<file path="config.mk">
export PLATFORM = sky130hd
export DESIGN_NAME = router_pkt_ctrl
export DESIGN_NICKNAME = d
export VERILOG_FILES = /design/src/rtl/router_pkg.sv /design/src/rtl/router_rd_timer.sv /design/src/rtl/router_pkt_ctrl.sv
export SDC_FILE = /design/constraint.sdc
export NUM_CORES = 1
export LEC_CHECK = 0
export CAP_MARGIN = 20
export CORE_MARGIN = 3
export CORE_UTILIZATION = 54
export CTS_CLUSTER_SIZE = 16
export DETAILED_ROUTE_END_ITERATION = 16
export GPL_ROUTABILITY_DRIVEN = 1
export GPL_TIMING_DRIVEN = 0
export PLACE_DENSITY = 0.8
export SETUP_SLACK_MARGIN = 0.15
export SYNTH_ARGS = -nofsm -noshare
export SYNTH_HDL_FRONTEND = slang
export SYNTH_SLANG_ARGS = --single-unit
</file>
<file path="constraint.sdc">
create_clock -name clock -period 2.2 [get_ports clock]
set_clock_uncertainty 0.05 [all_clocks]
set_input_delay 0.44 -clock clock [delete_from_list [all_inputs] [get_ports clock]]
set_output_delay 0.44 -clock clock [all_outputs]
set_load 0.01 [all_outputs]
</file>
<file path="src/rtl/router_pkg.sv">
// router_pkg: shared types and header field positions for the router ingress controller.
package router_pkg;

    typedef enum logic [2:0] {
        IDLE,
        WAIT_EMPTY,
        LOAD,
        PARITY_CHK,
        DROP
    } state_t;

    localparam logic [1:0] ADDR_INVALID = 2'b11;
    localparam int HDR_LEN_MSB  = 7;
    localparam int HDR_LEN_LSB  = 2;
    localparam int HDR_ADDR_MSB = 1;
    localparam int HDR_ADDR_LSB = 0;
    localparam int NUM_OUT      = 3;
    localparam int LEN_W        = HDR_LEN_MSB - HDR_LEN_LSB + 1;

endpackage

</file>
<file path="src/rtl/router_rd_timer.sv">
// router_rd_timer: per-output read watchdog, pulses soft_reset when a FIFO is left unread.
// Ports:
//   clock      in   system clock
//   resetn     in   asynchronous active-low reset
//   vld_out    in   FIFO holds data for the destination
//   read_en    in   destination read strobe
//   soft_reset out  one-cycle flush pulse after TIMEOUT unread cycles
module router_rd_timer #(
    parameter int TIMEOUT = 30,
    parameter int TMR_W   = 5
) (
    input  logic clock,
    input  logic resetn,
    input  logic vld_out,
    input  logic read_en,
    output logic soft_reset
);

    logic [TMR_W-1:0] cnt_q;
    logic             hit;

    // The pulse clears the counter on the following edge, so it lasts exactly one cycle.
    assign hit = vld_out & ~read_en & ~soft_reset & (cnt_q == TMR_W'(TIMEOUT - 1));

    always_ff @(posedge clock or negedge resetn) begin
        if (!resetn) begin
            cnt_q      <= '0;
            soft_reset <= 1'b0;
        end else begin
            cnt_q      <= (read_en | ~vld_out | soft_reset) ? '0 : cnt_q + 1'b1;
            soft_reset <= hit;
        end
    end

endmodule

</file>
<file path="src/rtl/router_pkt_ctrl.sv">
// router_pkt_ctrl: ingress sequencer steering packet bytes into three output FIFOs.
// Ports:
//   clock, resetn   clock and asynchronous active-low reset
//   pkt_valid       data_in holds a packet byte
//   data_in[7:0]    packet byte from the source
//   fifo_full[2:0]  full flags of FIFO 0..2
//   fifo_empty[2:0] empty flags of FIFO 0..2
//   read_en[2:0]    destination read strobes
//   busy            source must hold data_in
//   write_en[2:0]   one-hot FIFO write enable
//   lfd_state       current write is the header byte
//   data_out[7:0]   byte to the FIFOs
//   vld_out[2:0]    data available to each destination
//   soft_reset[2:0] one-cycle FIFO flush pulses
//   err             one-cycle parity mismatch pulse
module router_pkt_ctrl
    import router_pkg::*;
#(
    parameter int TIMEOUT = 30,
    parameter int TMR_W   = 5
) (
    input  logic               clock,
    input  logic               resetn,
    input  logic               pkt_valid,
    input  logic [7:0]         data_in,
    input  logic [NUM_OUT-1:0] fifo_full,
    input  logic [NUM_OUT-1:0] fifo_empty,
    input  logic [NUM_OUT-1:0] read_en,
    output logic               busy,
    output logic [NUM_OUT-1:0] write_en,
    output logic               lfd_state,
    output logic [7:0]         data_out,
    output logic [NUM_OUT-1:0] vld_out,
    output logic [NUM_OUT-1:0] soft_reset,
    output logic               err
);

    state_t           state_q, state_d;
    logic [7:0]       hold_q, par_q;
    logic             pend_q, hdr_q, err_q;
    logic [1:0]       addr_q, hdr_addr;
    logic [LEN_W-1:0] cnt_q;
    logic [3:0]       full_x, empty_x, sr_x;
    logic             accept, write, sel_full, sel_sr, cnt_zero, abort, in_idle;

    // Padding to four entries lets the 2-bit address index safely; address 3 never writes.
    assign full_x   = {1'b0, fifo_full};
    assign empty_x  = {1'b1, fifo_empty};
    assign sr_x     = {1'b0, soft_reset};
    assign hdr_addr = data_in[HDR_ADDR_MSB:HDR_ADDR_LSB];
    assign sel_full = full_x[addr_q];
    assign sel_sr   = sr_x[addr_q];
    assign cnt_zero = (cnt_q == '0);
    assign accept   = pkt_valid & ~busy;
    assign in_idle  = (state_q == IDLE);
    assign abort    = sel_sr & (state_q == WAIT_EMPTY || state_q == LOAD || state_q == PARITY_CHK);
    assign vld_out  = ~fifo_empty;
    assign data_out = hold_q;
    assign err      = err_q;

    for (genvar i = 0; i < NUM_OUT; i++) begin : g_tmr
        router_rd_timer #(.TIMEOUT(TIMEOUT), .TMR_W(TMR_W)) u_tmr (
            .clock      (clock),
            .resetn     (resetn),
            .vld_out    (vld_out[i]),
            .read_en    (read_en[i]),
            .soft_reset (soft_reset[i])
        );
    end

    always_ff @(posedge clock or negedge resetn) begin
        if (!resetn) state_q <= IDLE;
        else         state_q <= state_d;
    end

    always_comb begin
        state_d = state_q;
        unique case (state_q)
            IDLE:       if (accept) state_d = (hdr_addr == ADDR_INVALID) ? DROP
                                            : empty_x[hdr_addr] ? LOAD : WAIT_EMPTY;
            WAIT_EMPTY: state_d = sel_sr ? DROP : empty_x[addr_q] ? LOAD : WAIT_EMPTY;
            // A byte accepted in the abort cycle still counts; if it was the parity byte nothing remains.
            LOAD:       state_d = sel_sr ? ((accept && cnt_zero) ? IDLE : DROP)
                                : (accept && cnt_zero) ? PARITY_CHK : LOAD;
            PARITY_CHK: state_d = (sel_sr || write) ? IDLE : PARITY_CHK;
            DROP:       state_d = (accept && cnt_zero) ? IDLE : DROP;
            default:    state_d = IDLE;
        endcase
    end

    always_comb begin
        busy      = (state_q == WAIT_EMPTY) || (state_q == PARITY_CHK) || (pend_q && sel_full);
        write     = pend_q && !sel_full && (state_q != WAIT_EMPTY);
        write_en  = write ? (NUM_OUT'(1) << addr_q) : '0;
        lfd_state = write && hdr_q;
    end

    always_ff @(posedge clock or negedge resetn) begin
        if (!resetn) begin
            hold_q <= '0;
            par_q  <= '0;
            pend_q <= 1'b0;
            hdr_q  <= 1'b0;
            err_q  <= 1'b0;
            addr_q <= '0;
            cnt_q  <= '0;
        end else begin
            err_q <= (state_q == PARITY_CHK) && write && (hold_q != par_q);
            if (accept) hold_q <= data_in;
            if (abort)                        pend_q <= 1'b0;
            else if (accept && in_idle)       pend_q <= (hdr_addr != ADDR_INVALID);
            else if (accept && state_q == LOAD) pend_q <= 1'b1;
            else if (write)                   pend_q <= 1'b0;
            if (accept && in_idle)            hdr_q <= 1'b1;
            else if (write || abort)          hdr_q <= 1'b0;
            if (accept && in_idle) begin
                addr_q <= hdr_addr;
                cnt_q  <= data_in[HDR_LEN_MSB:HDR_LEN_LSB];
                par_q  <= data_in;
            end else if (accept && !cnt_zero && (state_q == LOAD || state_q == DROP)) begin
                cnt_q  <= cnt_q - 1'b1;
                par_q  <= par_q ^ data_in;
            end
        end
    end

endmodule

</file>
==> results.md <==
- Setup TNS: -0.145 ns
- Row cnt: 24
- Top Ports: 40
- Clock Pin Slew Worst Setup and Hold Paths: 0.08 ns
- Initial antenna violation count: 0
- Slew Limit Fails: 0
- Num CTS Buffers: 5
- Period minus WS final: 2.24 ns
- GPL Wtd Cong: 0.867
- Kind of critical path: register to output port
- Period utilization: 102%
- Die span in x: 76.2 um
- Worst-Margin Slew: 0.443 ns
- Die area: 5810 um^2
- Std-Cell Core Area: 4560 um^2
- Remaining antenna violation count: 0
- Worst VDD drop: 0.771 mV
- Area grow syn2layout: 38.2%
- Share of cells above drive strength 1: 30.0%
- Min-delay worst type: register to register
- H-Tree Level Count: 2
- All-layer global routing usage: 21.6%
- Clock share of power: 11.8%
- Crit. End Element: output port
- Final Setup Violations: 8
- Max_slew headroom: 70.2%
- CP Data Required Time: 1.71 ns
- Register area share after synthesis: 45.1%
- Initial core utilization: 58.4%
- Sw frac: 40.2%
- Die H: 76.2 um
- DRC Markers: 0
- Largest net degree at the start of global routing: 37
- CTS tree: built
- Total gr overflow: 0
- Worst-Skew Late Latency: 0.31 ns
- Combinational share of power: 57.0%
- Critical Path Fanout Max: 10
- Syn Std Cell Area: 2660 um^2
- TritonRoute pass-1 iters: 4
- R2R Setup Slk: -0.03 ns
- Gate Count Post-Synth: 268
- CP Launch Type: register
- 1st-iter DRT viols: 211
- Library cells used by synthesis: 48
- Failing checks: negative setup slack
- N_diodes: 0
- Crit path DAT: 1.75 ns
- Power Total: 4.58 mW
- Syn_area_per_cell: 9.94 um^2
- YS warnings: 0
- Psw: 1.84 mW
- PwrDens: 1240 nW/um^2
- Sequential share of power: 31.2%
- Vias in the first global route: 2121
- Final hold violation count: 0
- Unrepaired setup endpoints after global routing: true
- Root Buffer: clkbuf_8
- Max-cap violation count: 0
- Via count: 2264
- Nets@finish: 374
- Routed WL: 7.01 mm
- Nets in the synthesized netlist: 296
- Status: complete, but fails checks
- Pleak: 1.62 nW
- Register bit total from synthesis: 48
- Post-detail-place hpwl: 3.99 mm
- Vias/cell: 5.50
- First-pass GRT wire length: 10.1 mm
- Internal Pwr Total: 2.74 mW
- Routed len/inst: 17.0 um
- Clock buffer depth: 2
- Number of port buffers: 39
- Final worst setup slack: -0.0362 ns
- Maximum clock rate: 447 MHz
- Sink Count: 48
[cells by family after synthesis]
logic type                 after synthesis  synth area share, %
AOI/OAI and AO/OA                       32                 9.49
muxes                                   12                 5.40
xor gates and xnor gates                28                 9.21
buffers and inverters                   32                 6.58
adders and majority gates                8                 3.76
DFF                                     48                 45.1
and+or+nand+nor                        108                 20.5
[worst max-delay path, stage by stage, from the launching register on]
cell and delay (ns):
dfrtp_1 0.37, buf_2 0.22, nor2_2 0.36, a21o_1 0.28, nor2_1 0.07, buf_2 0.14
[state kept, by name, summed over array words and instances, names as in the netlist]
signal / count
addr_q: 2
cnt_q: 6
data_out: 8
err: 1
g_tmr.u_tmr.cnt_q: 15
g_tmr.u_tmr.soft_reset: 3
hdr_q: 1
par_q: 8
pend_q: 1
state_q: 3
[layout by cell type (no fill, tap or decap), types with 3 or more instances in the layout]
cell type,n
buf_2,7
mux2_2,9
nand2_1,20
a21oi_1,4
ha_1,7
buf_6,16
clkbuf_8,6
nor2_1,29
clkbuf_1,6
o21ai_0,5
o21ai_1,3
nor3b_1,3
or3_1,3
buf_4,24
nand4_1,6
clkdlybuf4s50_1,28
nand2_2,11
nor3_2,3
dfrtp_1,48
nand3_1,8
inv_1,12
nor2b_1,3
xor2_1,14
xnor2_1,13
dlygate4sd2_1,5
[cell type report]
type                    instances  area [um^2]
multi-input cells             188         1460
well taps                      65         81.3
repair buffers                 71          658
plain buffers                  19          146
flip-flops and latches         48         1200
clock buffers                   8         90.1
inverters                      13         48.8
fillers                       291          882
[stage by stage]
step	cell area (um^2)	hold slack (ns)	cells	util (%)	worst slack, ns
4_1_cts	3490	0.435	406	76.4	0.0373
3_3_place_gp	3140	0.410	372	68.7	-0.740
3_5_place_dp	3150	0.301	373	69.0	-0.545
6_report	3680	0.444	412	80.7	-0.0362
5_1_grt	3680	0.467	412	80.7	-0.0879
2_1_floorplan	2660	0.0944	268	-	0.189
[metal layers]
metal | global-route usage [%] | share of wire, %
met1 | 28.2 | 42
met2 | 35.9 | 50
met3 | 3.90 | 5.4
met5 | 0 | 0
met4 | 8.33 | 2.6
[Yosys cell counts (all sizes together)]
master | number | area, um^2
nor2b | 5 | 31.3
o31a | 1 | 8.76
o311ai | 1 | 26.3
a21oi | 4 | 20.0
or4 | 1 | 7.51
nand3b | 2 | 15.0
o31ai | 1 | 7.51
mux2i | 3 | 42.5
a21boi | 1 | 7.51
nor2 | 30 | 113
nor3b | 4 | 30.0
nor4 | 3 | 33.8
a31oi | 3 | 18.8
xnor2 | 14 | 123
nand4b | 1 | 8.76
nand2b | 4 | 25.0
a211oi | 1 | 7.51
a221oi | 1 | 8.76
a2111oi | 1 | 27.5
nand3 | 8 | 40.0
a21o | 2 | 15.0
xor2 | 14 | 123
or3b | 1 | 8.76
o22a | 1 | 8.76
o211ai | 1 | 7.51
nor4b | 1 | 8.76
nor3 | 5 | 35.0
dfrtp | 48 | 1200
mux2 | 9 | 101
o22ai | 1 | 6.26
ha | 8 | 100
nand4 | 6 | 37.5
or3 | 3 | 18.8
a21bo | 1 | 10.0
clkbuf | 6 | 22.5
inv | 13 | 48.8
a22oi | 2 | 15.0
and3 | 2 | 12.5
nand2 | 32 | 120
o21ai | 8 | 40.0
o2bb2ai | 2 | 17.5
buf | 13 | 104
[final timing paths]
path,start,endpoint,cells past startpoint
max reg2reg,addr_q[0],state_q[0],12
min in group asynchronous,resetn,g_tmr[1].u_tmr.cnt_q[2],2
min,g_tmr[2].u_tmr.cnt_q[0],g_tmr[2].u_tmr.cnt_q[0],1
min reg2reg,g_tmr[2].u_tmr.cnt_q[0],g_tmr[2].u_tmr.cnt_q[0],1
max in group asynchronous,resetn,g_tmr[2].u_tmr.cnt_q[2],3
max,state_q[2],lfd_state,5
[power by group through the flow]
stage,clock network [mW],registers [mW],logic (mW)
after floorplan,0,1.39,1.27
after global placement,0,1.39,1.80
after detailed placement,0,1.39,1.87
after CTS,0.555,1.40,2.22
after global routing,0.596,1.46,2.79
final,0.542,1.43,2.61
[what timing repair did]
item / 4_1_cts / 5_1_grt
pin swaps: 7 / 22
gates cloned: 1 / 0
setup buffers: 23 / 6
setup endpoints to repair: 27 / 30
hold buffers: 1 / 0
gates resized for setup: 44 / 40
endpoints found under the hold margin: 12 / 0
No activity file was read; power rests on OpenSTA's default activity.
